==> src/rtl/coherence_bus_agent.sv <==
// coherence_bus_agent: per-core endpoint of a two-core MSI snooping bus.
// The requester side issues one miss or upgrade to the bus through an
// IDLE/REQ/RESP FSM and returns a one-cycle response. The snooper side
// answers forwarded peer requests from the local tag lookup and posts the
// resulting MSI downgrade or invalidate one cycle later.
// Optional build macro: BUS_AGENT_STATS_EN adds saturating event counters.
module coherence_bus_agent #(
  parameter int ADDR_W = 32,
  parameter int DATA_W = 32
) (
  input  logic              clk,
  input  logic              reset,
  // core request side
  input  logic              core_req_valid,
  input  logic [1:0]        core_req_op,
  input  logic [ADDR_W-1:0] core_req_addr,
  output logic              core_req_ready,
  output logic              resp_valid,
  output logic [DATA_W-1:0] resp_data,
  output logic              resp_peer_hit,
  output logic [1:0]        resp_op,
  // bus requester side
  output logic              req_core,
  input  logic              grant_core,
  output logic [1:0]        bus_operation,
  output logic [ADDR_W-1:0] bus_address,
  input  logic [DATA_W-1:0] bus_data_rd,
  input  logic              bus_hit_rd,
  // bus snooper side
  input  logic              snoop_req,
  input  logic [1:0]        snoop_op,
  input  logic [ADDR_W-1:0] snoop_addr,
  output logic              snoop_hit,
  output logic [DATA_W-1:0] snoop_data,
  // local cache lookup and state update
  output logic [ADDR_W-1:0] lkp_addr,
  input  logic              lkp_valid,
  input  logic [1:0]        lkp_state,
  input  logic [DATA_W-1:0] lkp_data,
  output logic              st_we,
  output logic [ADDR_W-1:0] st_addr,
  output logic [1:0]        st_new
`ifdef BUS_AGENT_STATS_EN
  ,
  output logic [31:0]       stat_req_cnt,
  output logic [31:0]       stat_wait_cnt,
  output logic [31:0]       stat_snoop_hit_cnt
`endif
);

  localparam logic [1:0] OP_RD   = 2'b00;
  localparam logic [1:0] OP_UPGR = 2'b01;
  localparam logic [1:0] OP_RDX  = 2'b10;
  localparam logic [1:0] OP_NON  = 2'b11;

  localparam logic [1:0] MSI_I = 2'b00;
  localparam logic [1:0] MSI_S = 2'b01;
  localparam logic [1:0] MSI_M = 2'b10;

  typedef enum logic [1:0] {
    ST_IDLE = 2'b00,
    ST_REQ  = 2'b01,
    ST_RESP = 2'b10
  } state_t;

  state_t              state_r;
  state_t              state_next_s;

  logic [1:0]          op_r;
  logic [ADDR_W-1:0]   addr_r;
  logic [DATA_W-1:0]   data_r;
  logic                hit_r;

  logic                st_we_r;
  logic [ADDR_W-1:0]   st_addr_r;
  logic [1:0]          st_new_r;

  logic                accept_s;
  logic                granted_s;
  logic                snoop_active_s;
  logic                snoop_hit_s;
  logic                st_write_s;
  logic [1:0]          st_new_s;
  logic                conflict_s;

  // Request acceptance, grant detection and snoop qualification.
  always_comb begin
    accept_s       = (state_r == ST_IDLE) && core_req_valid && (core_req_op != OP_NON);
    granted_s      = (state_r == ST_REQ) && grant_core;
    // While our own request is being granted the bus carries our op, so the
    // forwarded snoop inputs must not be treated as a peer request.
    snoop_active_s = snoop_req && ((snoop_op == OP_RD) || (snoop_op == OP_RDX)) && !granted_s;
    snoop_hit_s    = snoop_active_s && lkp_valid && (lkp_state != MSI_I);
    // A peer BusRdX hitting our pending upgrade means we lost our copy:
    // the upgrade must be reissued as a full BusRdX.
    conflict_s     = (state_r == ST_REQ) && (op_r == OP_UPGR) && snoop_hit_s &&
                     (snoop_op == OP_RDX) && (snoop_addr == addr_r);
  end

  // MSI transition chosen for the snooped line.
  always_comb begin
    st_write_s = 1'b0;
    st_new_s   = MSI_I;
    if (snoop_hit_s) begin
      case (snoop_op)
        OP_RD: begin
          if (lkp_state == MSI_M) begin
            st_write_s = 1'b1;
            st_new_s   = MSI_S;
          end else begin
            st_write_s = 1'b0;
            st_new_s   = MSI_I;
          end
        end
        OP_RDX: begin
          if ((lkp_state == MSI_S) || (lkp_state == MSI_M)) begin
            st_write_s = 1'b1;
            st_new_s   = MSI_I;
          end else begin
            st_write_s = 1'b0;
            st_new_s   = MSI_I;
          end
        end
        default: begin
          st_write_s = 1'b0;
          st_new_s   = MSI_I;
        end
      endcase
    end else begin
      st_write_s = 1'b0;
      st_new_s   = MSI_I;
    end
  end

  // Requester FSM state register.
  always_ff @(posedge clk) begin
    if (reset) begin
      state_r <= ST_IDLE;
    end else begin
      state_r <= state_next_s;
    end
  end

  // Requester FSM next-state logic.
  always_comb begin
    state_next_s = state_r;
    case (state_r)
      ST_IDLE: begin
        if (accept_s) begin
          state_next_s = ST_REQ;
        end else begin
          state_next_s = ST_IDLE;
        end
      end
      ST_REQ: begin
        if (grant_core) begin
          state_next_s = ST_RESP;
        end else begin
          state_next_s = ST_REQ;
        end
      end
      ST_RESP: state_next_s = ST_IDLE;
      default: state_next_s = ST_IDLE;
    endcase
  end

  // Requester FSM outputs, decoded from the current state and latched data.
  always_comb begin
    core_req_ready = 1'b0;
    req_core       = 1'b0;
    bus_operation  = OP_NON;
    bus_address    = '0;
    resp_valid     = 1'b0;
    resp_data      = '0;
    resp_peer_hit  = 1'b0;
    resp_op        = 2'b00;
    case (state_r)
      ST_IDLE: begin
        core_req_ready = 1'b1;
      end
      ST_REQ: begin
        req_core      = 1'b1;
        bus_operation = op_r;
        bus_address   = addr_r;
      end
      ST_RESP: begin
        resp_valid    = 1'b1;
        resp_data     = data_r;
        resp_peer_hit = hit_r;
        resp_op       = op_r;
      end
      default: begin
        core_req_ready = 1'b0;
      end
    endcase
  end

  // Latched request and captured peer response.
  always_ff @(posedge clk) begin
    if (reset) begin
      op_r   <= OP_NON;
      addr_r <= '0;
      data_r <= '0;
      hit_r  <= 1'b0;
    end else if (accept_s) begin
      op_r   <= core_req_op;
      addr_r <= core_req_addr;
    end else if (granted_s) begin
      // An upgrade already owns the data, so the bus lines are ignored;
      // a miss only takes data when the peer actually held the line.
      if ((op_r != OP_UPGR) && bus_hit_rd) begin
        data_r <= bus_data_rd;
        hit_r  <= 1'b1;
      end else begin
        data_r <= '0;
        hit_r  <= 1'b0;
      end
    end else if (conflict_s) begin
      op_r <= OP_RDX;
    end
  end

  // Snoop-induced state write, posted one cycle after the hit.
  always_ff @(posedge clk) begin
    if (reset) begin
      st_we_r   <= 1'b0;
      st_addr_r <= '0;
      st_new_r  <= MSI_I;
    end else begin
      st_we_r   <= st_write_s;
      st_addr_r <= st_write_s ? snoop_addr : '0;
      st_new_r  <= st_write_s ? st_new_s : MSI_I;
    end
  end

  // Snoop response and lookup drive.
  always_comb begin
    lkp_addr   = snoop_addr;
    snoop_hit  = snoop_hit_s;
    snoop_data = snoop_hit_s ? lkp_data : '0;
    st_we      = st_we_r;
    st_addr    = st_addr_r;
    st_new     = st_new_r;
  end

`ifdef BUS_AGENT_STATS_EN
  logic [31:0] stat_req_r;
  logic [31:0] stat_wait_r;
  logic [31:0] stat_hit_r;

  // Saturating event counters for accepted requests, wait cycles and snoop hits.
  always_ff @(posedge clk) begin
    if (reset) begin
      stat_req_r  <= 32'd0;
      stat_wait_r <= 32'd0;
      stat_hit_r  <= 32'd0;
    end else begin
      if (accept_s && (stat_req_r != 32'hFFFF_FFFF)) begin
        stat_req_r <= stat_req_r + 32'd1;
      end else begin
        stat_req_r <= stat_req_r;
      end
      if ((state_r == ST_REQ) && !grant_core && (stat_wait_r != 32'hFFFF_FFFF)) begin
        stat_wait_r <= stat_wait_r + 32'd1;
      end else begin
        stat_wait_r <= stat_wait_r;
      end
      if (snoop_hit_s && (stat_hit_r != 32'hFFFF_FFFF)) begin
        stat_hit_r <= stat_hit_r + 32'd1;
      end else begin
        stat_hit_r <= stat_hit_r;
      end
    end
  end

  // Counter read ports.
  always_comb begin
    stat_req_cnt       = stat_req_r;
    stat_wait_cnt      = stat_wait_r;
    stat_snoop_hit_cnt = stat_hit_r;
  end
`endif

endmodule

==> config.mk <==
export PLATFORM = sky130hd
export DESIGN_NAME = coherence_bus_agent
export DESIGN_NICKNAME = d
export VERILOG_FILES = /design/src/rtl/coherence_bus_agent.sv
export SDC_FILE = /design/constraint.sdc
export NUM_CORES = 1
export LEC_CHECK = 0
export BUFFER_PORTS_ARGS = -buffer_cell sky130_fd_sc_hd__buf_4
export CAP_MARGIN = 20
export CORE_AREA = 2 2 122 124
export CTS_BUF_LIST = sky130_fd_sc_hd__clkbuf_4
export CTS_CLUSTER_DIAMETER = 150
export DETAILED_ROUTE_END_ITERATION = 7
export DIE_AREA = 0 0 124 126
export SYNTH_ARGS = -nofsm -noshare
export SYNTH_HDL_FRONTEND = slang
export SYNTH_SLANG_ARGS = --single-unit
==> constraint.sdc <==
create_clock -name clk -period 4.35 [get_ports clk]
set_input_delay 1.0875 -clock clk [delete_from_list [all_inputs] [get_ports clk]]
set_output_delay 1.0875 -clock clk [all_outputs]
set_load 0.02 [all_outputs]
### After elaboration in Yosys (flattened, before gate mapping)

Cells that the tools add are included.

* eq/ne operators: 10
* muxes and demuxes: 22
* bitwise logic cells: 4
* reductions and logical operators: 23

Operators by type and width (number)
* 32-bit two-way mux: 4
* 32-bit == test: 1
* 1-bit logical AND: 12
* 2-bit two-way mux: 6
* 1-bit two-way mux: 10
* 2-bit by 1-bit == test with 1-bit output (second input constant): 3
* 2-bit == test (second input constant): 3
* 2-bit logical NOT: 2
* 2-bit inequality test (second input constant): 2
* 1-bit inverter: 4
* 2-bit one-hot mux with 2 select lines: 1
* 2-bit AND reduction: 2
* 2-bit nonzero test: 2
* 4-bit OR reduction: 1
* 1-bit logical OR: 2
* 2-bit by 1-bit inequality test with 1-bit output (second input constant): 1
* 1-bit one-hot mux with 2 select lines: 1
* 2-bit OR reduction: 1
* 1-bit logical NOT: 1

* register bits after elaboration: 104
* input port bits: 141
* output and inout bits: 172
* word-level logic and storage cells: 67

### Longest topological paths before layout

* depth in word-level cells: 12
* depth in mapped cells: 7
* depth with buffers taken out: 6

### Least setup slack after synthesis

OpenSTA, ideal clock, no wires.

* path kind: input to output
* from: input port lkp_state[0]
* to: output port snoop_data[22]
* arrival: 2.399 ns
* data required time: 3.263 ns
* slack: 0.863 ns
* stages: 5
* path buffers: 1
* cells stage by stage: inv_1 ha_1 a2111oi_4 clkbuf_1 and2_1

* word-level cells in the longest chain between the ends: 3

RTL lines
* from (decl): RTL line 38 `input logic [1:0] lkp_state,`
* 2-bit nonzero test: RTL line 93 `snoop_hit_s = snoop_active_s && lkp_valid && (lkp_state != MSI_I);`
* 1-bit logical AND: RTL line 93
* named net snoop_hit: RTL line 33 `output logic snoop_hit,`
* 32-bit two-way mux: RTL line 240 `snoop_data = snoop_hit_s ? lkp_data : '0;`
* to (decl): RTL line 34 `output logic [DATA_W-1:0] snoop_data,`

The timed path passes the listed nets, and every way through them passes these cells.

### Final worst setup path

* from: input port lkp_state[0]
* to: output port snoop_data[6]

* word-level cells in the longest chain between the ends: 3

RTL lines (RTL line)
* 2-bit nonzero test: 93
* 1-bit logical AND: 93
* 32-bit two-way mux: 240

No other way between the ends.

==> results.txt <==
CTS clock-pin slew for the worst setup and hold paths - 0.13 ns
Critical path peak fanout - 36
Post-CTS setup buffers - 0
Tmin final - 3.45 ns
Clock power share - 25.7%
Crit path kind - input port to primary output
Clock sink count - 103
Yosys warnings - 0
Final worst-path cycle share - 79.2%
Yosys cell types - 32
Final-report max-slew violation count - 0
Worst-margin pin slew - 0.930 ns
MaxCap Viol Count - 0
Fin nets - 944
Die Area - 0.0156 sq mm
Most common flop cell mapped by yosys - dfxtp_1
Remaining global-route overflow - 0
Post-cts hold buffer count - 0
Worst hold slack - 0.486 ns
Overall power - 1.82 mW
ANT cells - 0
Net Sw Frac - 27.6%
Rows - 44
Vias in the first global route - 4289
Share of the synthesized area in the top cell type - 44.5%
Ys async rst share - 0%
Slew HR - 37.8%
H-tree levels - 3
Worst-Skew Late Latency - 0.46 ns
Synthesized flop and latch total - 103
I/O Buffers - 311
IR drop worst, VDD - 141 uV
Die width - 124 um
Post-Route WL - 15.6 mm
Most frequent cells in the layout - buf_4, and2_1, dfxtp_1, nand2_1, nor2_1
Total Routing Usage GR - 19.1%
Setup tns final - 0 ns
Status - completed
Mapped cell area - 0.00464 sq mm
Hold Fails Final Rpt - 0
Initial antenna violation count - 0
P per Cell Area - 260 mW/mm^2
Vias per inst - 4.50
Worst EP arrival - 2.36 ns
Combinational power share - 19.6%
CTS tree - done
Critical Path Start Type - input port
P_sw - 501 uW
Clk buf depth - 2
Inserted Clock Buffers - 9
Mean Syn Cell Area - 8.60 sq um
Boundary pin count - 313
Cells after synthesis - 539
Post-synthesis net count - 682
Worst Path Required - 3.26 ns
P_int - 1.32 mW
Synth-to-Final Area Change - 50.6%
Chip Height - 126 um
Pre-antenna DRT Iters - 4
Crit end category - primary output
DRT iter0 DRCs - 169
Worst hold path type - flip-flop to flip-flop
Root buffer cell - clkbuf_4
Layout cell share with drive strength beyond 1 - 42.0%
Routed vias - 4438
First-pass GRT wire length - 22.8 mm
Post_cts resized - 0
Synth top area cells - dfxtp_1, and2_1, xnor2_1
Worst Skew - 0.0260 ns
DP Wirelength - 12.0 mm
Initial core utilization - 32.4%
EDFF count, synth - 0
Wirelength per Cell - 15.8 um
Reg power frac - 54.7%
Core Area - 0.0143 sq mm
Most common cell after layout, fill and taps aside - buf_4
Sequential cell area fraction in the yosys report - 44.5%
Routed Antenna Nets - 0
Leakage power - 3.28 nW
Largest net degree at the start of global routing - 73
Yosys top cell by area - dfxtp_1
RSZ-0062 raised after global routing - false
Drt drc - 0
Final GP Congestion - 0.814
Fmax achieved - 290 MHz
Setup-failing EPs final - 0
==> critical path: stages <==
cell and delay [ns]:
buf_4 0.07, inv_1 0.04, ha_1 0.22, a2111oi_4 0.27
buf_4 0.33, and2_1 0.19, buf_4 0.14
==> metrics by stage <==
step	cell area [sq um]	worst slack [ns]	utilization (%)	cells
CTS	6970	0.885	48.7	986
global route	6980	0.781	48.8	987
detailed placement	6850	0.890	47.8	973
global placement	6850	0.963	47.8	973
floorplan	4640	0.863	-	539
finish	6980	0.904	48.8	987
==> kinds of logic (layout without fill, tap and decap cells) <==
kind of cell	count (synthesis)	count (layout)	synth area share [%]
AOI/OAI and AO/OA	71	71	10.0
DFF	103	103	44.5
adders and majority gates	2	2	0.540
buffers and inverters	70	334	8.93
other	1	1	0.0809
and+or+nand+nor	259	259	29.7
xor gates and xnor gates	32	32	6.05
muxes	1	1	0.216
==> metal layers <==
layer | global-route usage [%] | routed length, um | up-vias
li1 | - | - | 2219
met1 | 22.4 | 6310 | 2013
met2 | 32.1 | 7450 | 189
met3 | 6.61 | 1550 | 17
met4 | 6.74 | 269 | 0
met5 | 0 | 0 | -
==> cells in the mapped netlist (2+ instances only) <==
cell type / n
nor2_1: 37
clkbuf_1: 27
xor2_1: 2
a21oi_1: 35
nor3_1: 3
a22oi_1: 32
buf_6: 3
buf_2: 4
dfxtp_1: 103
xnor2_1: 30
and2_1: 131
nand2_1: 69
nand4_1: 8
buf_4: 33
inv_1: 3
ha_1: 2
nand2b_1: 2
==> power groups by stage <==
| stage | Sequential (mW) | Combinational, mW | Clock, mW |
|---|---|---|---|
| floorplan | 1.01 | 0.183 | 0 |
| finish | 0.994 | 0.356 | 0.466 |
| global placement | 1.01 | 0.358 | 0 |
| detailed placement | 1.02 | 0.361 | 0 |
| CTS | 0.995 | 0.362 | 0.495 |
| global route | 1.00 | 0.388 | 0.527 |
==> worst paths after layout <==
| check | cells past startpoint | slack, ns | start | to |
|---|---|---|---|---|
| hold reg to reg | 2 | 0.49 | addr_r[25] | addr_r[25] |
| setup / recovery | 7 | 0.90 | lkp_state[0] | snoop_data[6] |
| setup reg to reg | 7 | 2.02 | state_r[0] | data_r[12] |
| hold / removal | 2 | 0.49 | addr_r[25] | addr_r[25] |
==> cell type report <==
| type | count | area [sq um] |
|---|---|---|
| Clock inverter | 4 | 50.0 |
| Clock buffer | 9 | 67.6 |
| Multi-Input combinational cell | 366 | 2160 |
| Tap cell | 184 | 230 |
| Fill cell | 1404 | 7330 |
| Timing Repair Buffer | 318 | 2390 |
| Inverter | 3 | 11.3 |
| Sequential cell | 103 | 2060 |
==> registers in the layout, summed over array words and instances (netlist names) <==
name     count
st_we        1
state_r      2
op_r         2
st_new       1
data_r      32
hit_r        1
addr_r      32
st_addr     32
Power figures use the tool's default switching activity.
